### src/rtl/xfer_seq.sv
// Byte/word transfer sequencer between a transfer register and memory.
// Every strobe and status output is registered from the next state.
module xfer_seq #(
    parameter int unsigned WAIT_MAX = 15
) (
    input  logic        clk,
    input  logic        rst_n,
    input  logic        start,
    input  logic        dir,
    input  logic        word,
    input  logic [15:0] addr_in,
    input  logic        mem_rdy,
    output logic        l_tl_n,
    output logic        l_th_n,
    output logic        a_tl_n,
    output logic        a_th_n,
    output logic        a_tx_addr_n,
    output logic        mem_rd_n,
    output logic        mem_wr_n,
    output logic [15:0] mem_addr,
    output logic        busy,
    output logic        done,
    output logic        err
);

    typedef enum logic [3:0] {
        IDLE,
        ADDR,
        LO_WAIT,
        LO_LATCH,
        GAP,
        HI_WAIT,
        HI_LATCH,
        DONE,
        ERR
    } state_t;

    localparam logic [7:0] CNT_LAST = 8'(WAIT_MAX - 1);

    state_t      state;
    state_t      state_nx;
    logic        dir_q;
    logic        word_q;
    logic [15:0] base;
    logic [7:0]  cnt;
    logic [7:0]  cnt_nx;
    logic        in_wait;
    logic        timeout;

    logic        l_tl_d;
    logic        l_th_d;
    logic        a_tl_d;
    logic        a_th_d;
    logic        a_tx_d;
    logic        rd_d;
    logic        wr_d;
    logic [15:0] addr_d;
    logic        busy_d;
    logic        done_d;
    logic        err_d;

    assign in_wait = (state == LO_WAIT) || (state == HI_WAIT);
    assign timeout = !mem_rdy && (cnt == CNT_LAST);

    always_ff @(posedge clk or negedge rst_n) begin
        if (!rst_n) begin
            state  <= IDLE;
            dir_q  <= 1'b0;
            word_q <= 1'b0;
            base   <= 16'h0000;
            cnt    <= 8'd0;
        end else begin
            state <= state_nx;
            cnt   <= cnt_nx;
            if (state == IDLE && start) begin
                dir_q  <= dir;
                word_q <= word;
            end
            if (state == ADDR) begin
                base <= addr_in;
            end
        end
    end

    always_comb begin
        state_nx = state;
        unique case (state)
            IDLE: begin
                if (start) begin
                    state_nx = ADDR;
                end
            end
            ADDR: state_nx = LO_WAIT;
            LO_WAIT: begin
                if (mem_rdy) begin
                    if (!dir_q) begin
                        state_nx = LO_LATCH;
                    end else if (word_q) begin
                        state_nx = GAP;
                    end else begin
                        state_nx = DONE;
                    end
                end else if (timeout) begin
                    state_nx = ERR;
                end
            end
            LO_LATCH: state_nx = word_q ? GAP : DONE;
            GAP:      state_nx = HI_WAIT;
            HI_WAIT: begin
                if (mem_rdy) begin
                    state_nx = dir_q ? DONE : HI_LATCH;
                end else if (timeout) begin
                    state_nx = ERR;
                end
            end
            HI_LATCH: state_nx = DONE;
            DONE:     state_nx = IDLE;
            ERR:      state_nx = IDLE;
            default:  state_nx = IDLE;
        endcase
    end

    // The counter only runs across consecutive not-ready WAIT cycles.
    always_comb begin
        cnt_nx = 8'd0;
        if (in_wait && !mem_rdy) begin
            cnt_nx = cnt + 8'd1;
        end
    end

    always_comb begin
        l_tl_d = 1'b1;
        l_th_d = 1'b1;
        a_tl_d = 1'b1;
        a_th_d = 1'b1;
        a_tx_d = 1'b1;
        rd_d   = 1'b1;
        wr_d   = 1'b1;
        busy_d = (state_nx != IDLE);
        done_d = 1'b0;
        err_d  = 1'b0;
        unique case (state_nx)
            ADDR: a_tx_d = 1'b0;
            LO_WAIT: begin
                if (dir_q) begin
                    wr_d   = 1'b0;
                    a_tl_d = 1'b0;
                end else begin
                    rd_d = 1'b0;
                end
            end
            HI_WAIT: begin
                if (dir_q) begin
                    wr_d   = 1'b0;
                    a_th_d = 1'b0;
                end else begin
                    rd_d = 1'b0;
                end
            end
            LO_LATCH: begin
                rd_d   = 1'b0;
                l_tl_d = 1'b0;
            end
            HI_LATCH: begin
                rd_d   = 1'b0;
                l_th_d = 1'b0;
            end
            DONE:    done_d = 1'b1;
            ERR:     err_d  = 1'b1;
            default: ;
        endcase
    end

    // Address is loaded on the way into each WAIT state and held otherwise.
    always_comb begin
        addr_d = mem_addr;
        if (state == ADDR) begin
            addr_d = addr_in;
        end else if (state == GAP) begin
            addr_d = base + 16'd1;
        end
    end

    always_ff @(posedge clk or negedge rst_n) begin
        if (!rst_n) begin
            l_tl_n      <= 1'b1;
            l_th_n      <= 1'b1;
            a_tl_n      <= 1'b1;
            a_th_n      <= 1'b1;
            a_tx_addr_n <= 1'b1;
            mem_rd_n    <= 1'b1;
            mem_wr_n    <= 1'b1;
            mem_addr    <= 16'h0000;
            busy        <= 1'b0;
            done        <= 1'b0;
            err         <= 1'b0;
        end else begin
            l_tl_n      <= l_tl_d;
            l_th_n      <= l_th_d;
            a_tl_n      <= a_tl_d;
            a_th_n      <= a_th_d;
            a_tx_addr_n <= a_tx_d;
            mem_rd_n    <= rd_d;
            mem_wr_n    <= wr_d;
            mem_addr    <= addr_d;
            busy        <= busy_d;
            done        <= done_d;
            err         <= err_d;
        end
    end

endmodule

### config.mk
export PLATFORM = sky130hd
export DESIGN_NAME = xfer_seq
export DESIGN_NICKNAME = d
export VERILOG_FILES = /design/src/rtl/xfer_seq.sv
export SDC_FILE = /design/constraint.sdc
export NUM_CORES = 1
export LEC_CHECK = 0
export CAP_MARGIN = 20
export CORE_AREA = 4 4 88 90
export CTS_CLUSTER_DIAMETER = 200
export DETAILED_ROUTE_END_ITERATION = 6
export DIE_AREA = 0 0 92 94
export PLACE_DENSITY = 0.74
export SYNTH_ARGS = -nofsm -noshare
export SYNTH_HDL_FRONTEND = slang
export SYNTH_SLANG_ARGS = --single-unit
### constraint.sdc
create_clock -name clk -period 1.7 [get_ports clk]
set_input_delay 0.255 -clock clk [delete_from_list [all_inputs] [get_ports clk]]
set_output_delay 0.255 -clock clk [all_outputs]
set_load 0.01 [all_outputs]
### Word level (Yosys, flattened, before mapping)

Cells that the tools add are included.

* mux-type cells: 22
* equality and inequality tests: 14
* reductions and logical operators: 10
* $add $sub $neg: 2

Operators with widths (count)
* $mux 16: 2
* $pmux 4 s7: 1
* $eq 4x3->1 const B: 6
* $add 16x1->16 const B: 1
* $eq 4x2->1 const B: 4
* $mux 4: 4
* $mux 1: 11
* $add 8x1->8 const B: 1
* $eq 4x1->1 const B: 2
* $eq 8x4->1 const B: 1
* $mux 8: 1
* $eq 4x4->1 const B: 1
* $logic_not 4->1: 1
* $reduce_bool 4->1: 1
* $reduce_or 2->1: 2
* $logic_and 1x1->1: 3
* $mux 3: 1
* $mux 2: 1
* $pmux 1 s2: 1
* $reduce_bool 2->1: 1
* $logic_not 1->1: 1
* $logic_or 1x1->1: 1

* bits in registers: 56
* logic and storage cells: 64
* output and inout bits: 26

### Depth between registers and ports, before layout

Gate-level depths: netlist (run 1).

* word-level depth: 8
* depth in mapped cells: 8

### Least setup slack after synthesis (run 1)

No wires, ideal clock.

* path type: flip-flop to flip-flop
* start point: register cnt[4]
* end point: register mem_rd_n
* required time: 1.622 ns
* cell stages (with the launch flop): 7
* buffers on the path: 0
* path slack: -0.210 ns
* data arrival time: 1.832 ns
* period minus slack after synthesis: 1.910 ns
* library setup time: 0.078 ns
* path through: dfrtp_1 > or4_4 > or2_4 > a21oi_2 > o22ai_2 > mux2i_1 > o22a_2

* longest elaborated chain between the ends: 8
* elaborated cells on any way between the ends: 13

RTL lines
* start, declared: RTL line 45 `logic [7:0] cnt;`
* start signal, assigned: RTL line 74 `cnt <= cnt_nx;`
* $eq 8x4->1 *: RTL line 63 `assign timeout = !mem_rdy && (cnt == CNT_LAST);`
* $logic_and 1x1->1 *: RTL line 63
* $mux 4 *: RTL line 103, 112
* $mux 4 (on tied branches): RTL line 110, 95
* $pmux 4 s7 *: RTL line 87 `unique case (state)`
* net state_nx[0]: RTL line 41 `state_t state_nx;`
* $eq 4x3->1 or $eq 4x2->1 (tied branches): RTL line 142 `unique case (state_nx)`
* $reduce_or 2->1 (no source line)
* $pmux 1 s2 *: RTL line 142
* net rd_d: RTL line 55 `logic rd_d;`
* end signal, assigned: RTL line 203 `mem_rd_n <= rd_d;`
* end, declared: RTL line 18 `output logic mem_rd_n,`

The timed path passes the listed nets; every way through them passes the cells marked *.
A chain may end at the register's enable or synchronous reset.

### Worst setup path after layout (run 1)

* start point: register cnt[7]
* end point: register mem_rd_n

The elaborated chain is that of the path after synthesis.

==> results of run 1 <==
==> worst reg2reg max path: stages (launching register included) <==
cell and delay [ns]:
dfrtp_1 0.38, or4_4 0.56, or2_4 0.29, a21oi_4 0.15
o22ai_4 0.12, mux2i_2 0.18, o22a_2 0.20
==> layout by cell type (no fill, tap or decap), drive strengths merged, types with 7 or more instances in the layout <==
| cell | instances |
|---|---|
| clkdlybuf4s50 | 46 |
| mux2 | 7 |
| dfstp | 7 |
| nand2 | 72 |
| xnor2 | 8 |
| dfrtp | 49 |
| clkbuf | 9 |
| a21oi | 7 |
| o21ai | 17 |
| nand3 | 12 |
| buf | 46 |
| xor2 | 12 |
| nor2 | 21 |
==> Yosys cell counts (2+ instances only) <==
cell	count
a21boi_0	2
buf_2	4
and4_1	2
nand3_1	12
clkbuf_1	7
nor2b_1	2
o21ai_0	13
o21ai_2	2
o21ai_1	2
mux2_2	7
and2_1	3
nor2_1	21
inv_1	6
mux2i_1	4
nor3_1	3
o311ai_0	3
dfrtp_1	49
a21oi_1	6
xnor2_1	8
nand2_1	72
o21bai_1	2
nand4_1	4
dfstp_2	7
xor2_1	12
a31oi_1	2
and3_1	2
ha_1	3
==> kinds of logic after synthesis <==
group / after synthesis / synth area share (%)
xor+xnor: 20 / 6.50
mux: 11 / 4.41
buf+inv: 17 / 2.55
simple gates: 133 / 23.0
flops: 56 / 52.3
fa+ha+maj: 3 / 1.39
compound gates: 39 / 9.80
==> flip-flops by register name, indices dropped and copies added, names as in the netlist <==
register and cells:
base 16, mem_addr 16, cnt 8, state 4, a_th_n 1, a_tl_n 1
a_tx_addr_n 1, busy 1, dir_q 1, done 1, err 1, l_th_n 1
l_tl_n 1, mem_rd_n 1, mem_wr_n 1, word_q 1
==> layer usage <==
layer	track usage, %	vias up	wire, um
li1	-	1116	-
met1	19.0	1089	2790
met2	26.2	54	3170
met3	3.85	4	308
met4	3.84	0	29
met5	0	-	0
==> where the power goes <==
group | switching (uW) | leakage (uW) | internal [uW]
logic | 1830 | 0.000992 | 2170
registers | 393 | 0.000689 | 1910
clock network | 427 | 0.0000445 | 332
total | 2650 | 0.00173 | 4420
==> metrics by stage <==
step	hold slack [ns]	cells	worst slack, ns	utilization (%)
3_5_place_dp	0.280	450	-0.354	50.7
6_report	0.453	470	-0.249	55.3
4_1_cts	0.473	460	-0.224	52.6
5_1_grt	0.490	470	-0.307	55.3
3_3_place_gp	0.276	450	-0.281	50.7
2_1_floorplan	-0.0406	279	-0.116	-
==> layout make-up <==
type / instances / area (um^2) / area share (%)
well taps: 99 / 124 / 3.17
clock buffers: 7 / 86.3 / 2.21
multi-input cells: 206 / 1330 / 34.1
flip-flops and latches: 56 / 1410 / 36.2
clock inverters: 1 / 7.51 / 0.192
repair buffers: 95 / 917 / 23.5
inverters: 6 / 22.5 / 0.577
==> path summary, 6_finish.rpt <==
check | endpoint | slack, ns | depth (start not counted)
setup / recovery | mem_rd_n$_DFF_PN1_ | -0.25 | 6
hold / removal | mem_addr[3]$_DFFE_PN0P_ | 0.45 | 3
setup reg to reg | mem_rd_n$_DFF_PN1_ | -0.25 | 6
hold reg to reg | mem_addr[1]$_DFFE_PN0P_ | 0.49 | 2
max in group asynchronous | l_th_n$_DFF_PN1_ | 0.93 | 3
min in group clk | mem_addr[1]$_DFFE_PN0P_ | 0.49 | 2
==> timing repair <==
action                                 4_1_cts  5_1_grt
setup buffers                                1        8
resized for setup                            4       32
setup endpoints to repair                   13       24
hold buffers                                 1        0
cloned                                       0        2
endpoints found under the hold margin       49        0
pin swaps                                    6        7
==> impl_metrics.yaml, run 1 <==
cells_and_area:
  drive_above_1_share_pct: 27.8
  fin_nets: 395
  design_area_mm2: 0.00390
  antenna_cells: 0
  fillers: 628
  area_growth_pct: 44.8
timing:
  rsz0062_at_grt: "yes"
  setup_viol: 8
  fmax_mhz: 513
  worst_pin_slew_ns: 0.420
  slew_headroom_pct: 72.0
  period_share_pct: 115
  setup_tns_ns: -1.20
  fin_worst_skew_ns: 0.0101
  fin_ws_ns: -0.249
  slew_violations: 0
  min_period_ns: 1.95
  hold_violations: 0
global_routing:
  track_usage_pct: 15.2
  grt_pass1_wl_um: 10700
  antenna_found_initial: 0
  grt.overflow.total: 0
  grt_pass1_vias: 2334
  grt_max_degree: 57
power:
  leakage_uw: 0.00173
  peakVddDrop_mv: 1.01
  p_per_area_mw_per_mm2: 1810
  power_uw: 7070
synthesis:
  avgSynthCellArea_um2: 9.66
  syn_nets: 304
  synth.distinct_cells: 46
  ys_seq_area_share_pct: 52.3
  ys.flop_type: "dfrtp_1"
  ys_top_cells_by_area: "dfrtp_1 (45%), nand2_1 (10%), dfstp_2 (6.8%)"
  syn_area_mm2: 0.00270
  yosysTopAreaCell: "dfrtp_1"
  synth_top_area_share_pct: 45.5
  yosysWarnings: 0
  syn_inst: 279
  synth_edf_count: 0
  synthArstFlopShare_pct: 100
  yosys_register_bits: 56
worst_setup_path:
  r2r-start: "cnt[7]$_DFF_PN0_"
  cp_cell_sequence: "or4_4, or2_4, a21oi_4, o22ai_4, mux2i_2, o22a_2"
  criticalPathCategory: "flop to flop"
  slowest_delay_ns: 0.56
  crit_path_top_delay_cell: "or4_4"
  cp.arrival_ns: 2.19
  cp_data_required_time_ns: 1.94
  critPathLaunchType: "flop"
  worstSetupEndpointType: "flop"
  startpoint: "cnt[7]$_DFF_PN0_"
  path_buf_inv: 0
  path_delay_family: "simple AND/OR/NAND/NOR gates"
  critPathMaxFanout: 8
clock_network:
  clkTransAtPathRegs_ns: 0.10
  h-tree-depth: 2
  cts_buffer_depth: 2
  cts_tree: "yes"
  numCtsBuffers: 5
  cts-root-buf: "clkbuf_8"
  clkSinkCount: 56
  clock_latency_ns: 0.31
outcome:
  status: "complete, but fails checks"
  failed_checks: "setup timing"
die:
  row_count: 31
  fp.dieArea_mm2: 0.00865
  core_mm2: 0.00706
  fp.dieW_um: 92
  initial_core_util_pct: 38.2
  boundaryPins: 48
  die_height_um: 94
routing:
  first_iter_violations: 104
  drt_wl_total_um: 6290
  drt.antenna.violating_nets: 0
  wire_per_inst_um: 13.4
  first_pass_iters: 4
  routed_via_density: 4.81
  vias: 2263
  drc: 0
worst_hold_path:
  hold_class: "input port to async pin"
place:
  routabilityCongestion: 0.812
  dpl.hpwl_um: 4350
  dpl-instance-area_mm2: 0.00358
  port_buffers: 47
job:
  maxCapViolations: 0
(Power assumes the default switching activity.)
==> inputs of run 2 (changes only) <==
--- a/config.mk
+++ b/config.mk
@@ -6,9 +6,8 @@
 export NUM_CORES = 1
 export LEC_CHECK = 0
-export CAP_MARGIN = 20
-export CORE_AREA = 4 4 88 90
+export CORE_AREA = 2 2 86 88
 export CTS_CLUSTER_DIAMETER = 200
 export DETAILED_ROUTE_END_ITERATION = 6
-export DIE_AREA = 0 0 92 94
+export DIE_AREA = 0 0 88 90
 export PLACE_DENSITY = 0.74
 export SYNTH_ARGS = -nofsm -noshare
==> constraint.sdc (replaced) <==
create_clock -name clk -period 1.7 [get_ports clk]
set_input_delay 0.17 -clock clk [delete_from_list [all_inputs] [get_ports clk]]
set_output_delay 0.17 -clock clk [all_outputs]
set_load 0.01 [all_outputs]
==> impl_metrics.yaml, run 2 (synthesized netlist as in run 1, its figures left out) <==
power:
  p_per_area_mw_per_mm2: 1810
  leakage_uw: 0.00166
  peakVddDrop_mv: 1.52
cells_and_area:
  final_cells: 462
  antenna_cells: 0
  reg.largest.list: "base x16, mem_addr x16, cnt x8"
  area_growth_pct: 40.0
  layout_commonest_cell: "nand2_1"
  fin_nets: 387
  layout_common_cells: "nand2_1 (70), dfrtp_1 (48), clkdlybuf4s50_1 (46), buf_4 (36), nor2_1 (20)"
  final_util_pct: 53.8
  drive_above_1_share_pct: 24.0
place:
  placedCellCount: 450
  dpl.hpwl_um: 4220
  routabilityCongestion: 0.858
  dp_slack_ns: -0.222
  port_buffers: 47
timing:
  min_period_ns: 1.87
  hold_violations: 0
  slew_headroom_pct: 76.0
  slew_violations: 0
  setup_tns_ns: -1.07
  period_share_pct: 110
  rsz0062_at_grt: "yes"
  fin_ws_ns: -0.172
  setup_viol: 15
  fmax_mhz: 534
  worst_pin_slew_ns: 0.360
  fin_worst_skew_ns: 0.00844
die:
  core_mm2: 0.00702
  fp.dieArea_mm2: 0.00792
  die_height_um: 90
  fp.dieW_um: 88
  initial_core_util_pct: 38.4
  row_count: 31
  boundaryPins: 48
clock_network:
  h-tree-depth: 2
  clkTransAtPathRegs_ns: 0.11
  clock_latency_ns: 0.31
  numCtsBuffers: 5
  clkSinkCount: 56
  cts_buffer_depth: 2
  cts_tree: "yes"
  cts-root-buf: "clkbuf_8"
worst_setup_path:
  critPathMaxFanout: 8
  criticalPathCategory: "flop to flop"
  r2r-start: "cnt[7]$_DFF_PN0_"
  cp.arrival_ns: 2.12
  critPathLaunchType: "flop"
  worstSetupEndpointType: "flop"
  cp_data_required_time_ns: 1.95
  startpoint: "cnt[7]$_DFF_PN0_"
routing:
  vias: 2218
  drt.antenna.violating_nets: 0
  routed_via_density: 4.80
  drc: 0
  first_iter_violations: 116
  first_pass_iters: 4
  drt_wl_total_um: 5880
  wire_per_inst_um: 12.7
global_routing:
  busiest_layer: "met2"
  met2_usage_pct: 26.6
  track_usage_pct: 15.7
  antenna_found_initial: 0
  grt.overflow.total: 0
  grt_pass1_vias: 2238
  grt_use_met1_pct: 20.6
  grt_pass1_wl_um: 10000
  grtUsageMet3_pct: 3.03
  grt_max_degree: 57
outcome:
  failed_checks: "setup timing"
  status: "complete, but fails checks"
worst_hold_path:
  hold_class: "input port to async pin"
job:
  maxCapViolations: 0
## run 2: cell types whose count changed in the layout (fill, tap and decap cells not counted), moves of 2 or more
cell / previous run / this run
buf_4: 40 / 36
clkbuf_16: 2 / 0
clkinv_4: 0 / 2
nand2_1: 67 / 70
nand2_2: 4 / 2
nor2_1: 18 / 20
o21ai_0: 4 / 13
o21ai_1: 8 / 0
## run 2: worst max-delay path, cell delays in order (launching register included)
cell and delay [ns]:
dfrtp_1 0.39, or4_4 0.55, or2_4 0.27, a21oi_4 0.15, o22ai_4 0.12, mux2i_1 0.14
o22a_2 0.19
## run 2: cell type report
class	count	area [um^2]
clock inverters	3	47.5
well taps	99	124
repair buffers	87	806
multi-input cells	206	1290
clock buffers	5	68.8
fillers	597	3250
flip-flops and latches	56	1410
inverters	6	22.5
## run 2: final timing paths
kind / cells past startpoint / to / slack (ns)
max: 6 / mem_rd_n$_DFF_PN1_ / -0.17
min: 3 / mem_addr[4]$_DFFE_PN0P_ / 0.39
max reg2reg: 6 / mem_rd_n$_DFF_PN1_ / -0.17
min reg2reg: 2 / mem_addr[15]$_DFFE_PN0P_ / 0.49
max in group asynchronous: 3 / a_th_n$_DFF_PN1_ / 1.00
min in group clk: 3 / base[12]$_DFFE_PN0P_ / 0.41
## run 2: per-stage QoR
| stage | hold slack, ns | cell area (um^2) | total power (uW) |
|---|---|---|---|
| after CTS | 0.396 | 3750 | 6840 |
| after global routing | 0.400 | 3770 | 7390 |
| final | 0.386 | 3770 | 6830 |
| after detailed placement | 0.194 | 3580 | 5840 |
| after global placement | 0.192 | 3580 | 5740 |
| after floorplan | -0.126 | 2730 | 4220 |
## run 2: timing repair
item,4_1_cts,5_1_grt
setup endpoints to repair,14,35
resized for setup,5,6
hold buffers,1,0
hold endpoints to repair,49,0
cloned,0,0
buffers inserted,2,1
pin swaps,4,2
## run 2: routing by layer
metal | up-vias | routed length (um)
met5 | - | 0
met2 | 58 | 2850
met3 | 8 | 298
met1 | 1050 | 2670
met4 | 0 | 65
li1 | 1102 | -
## run 2: where the power goes
part | leakage, uW | internal [uW] | switching, uW
registers | 0.000690 | 1910 | 373
logic | 0.000916 | 1950 | 1700
clock network | 0.0000583 | 445 | 449
total | 0.00166 | 4310 | 2520
==> inputs of run 3 (changes only) <==
Settings changed: HOLD_SLACK_MARGIN set to 0.05.
==> results of run 3 <==
Final layout, timing and power as in run 2 (identical DEF).
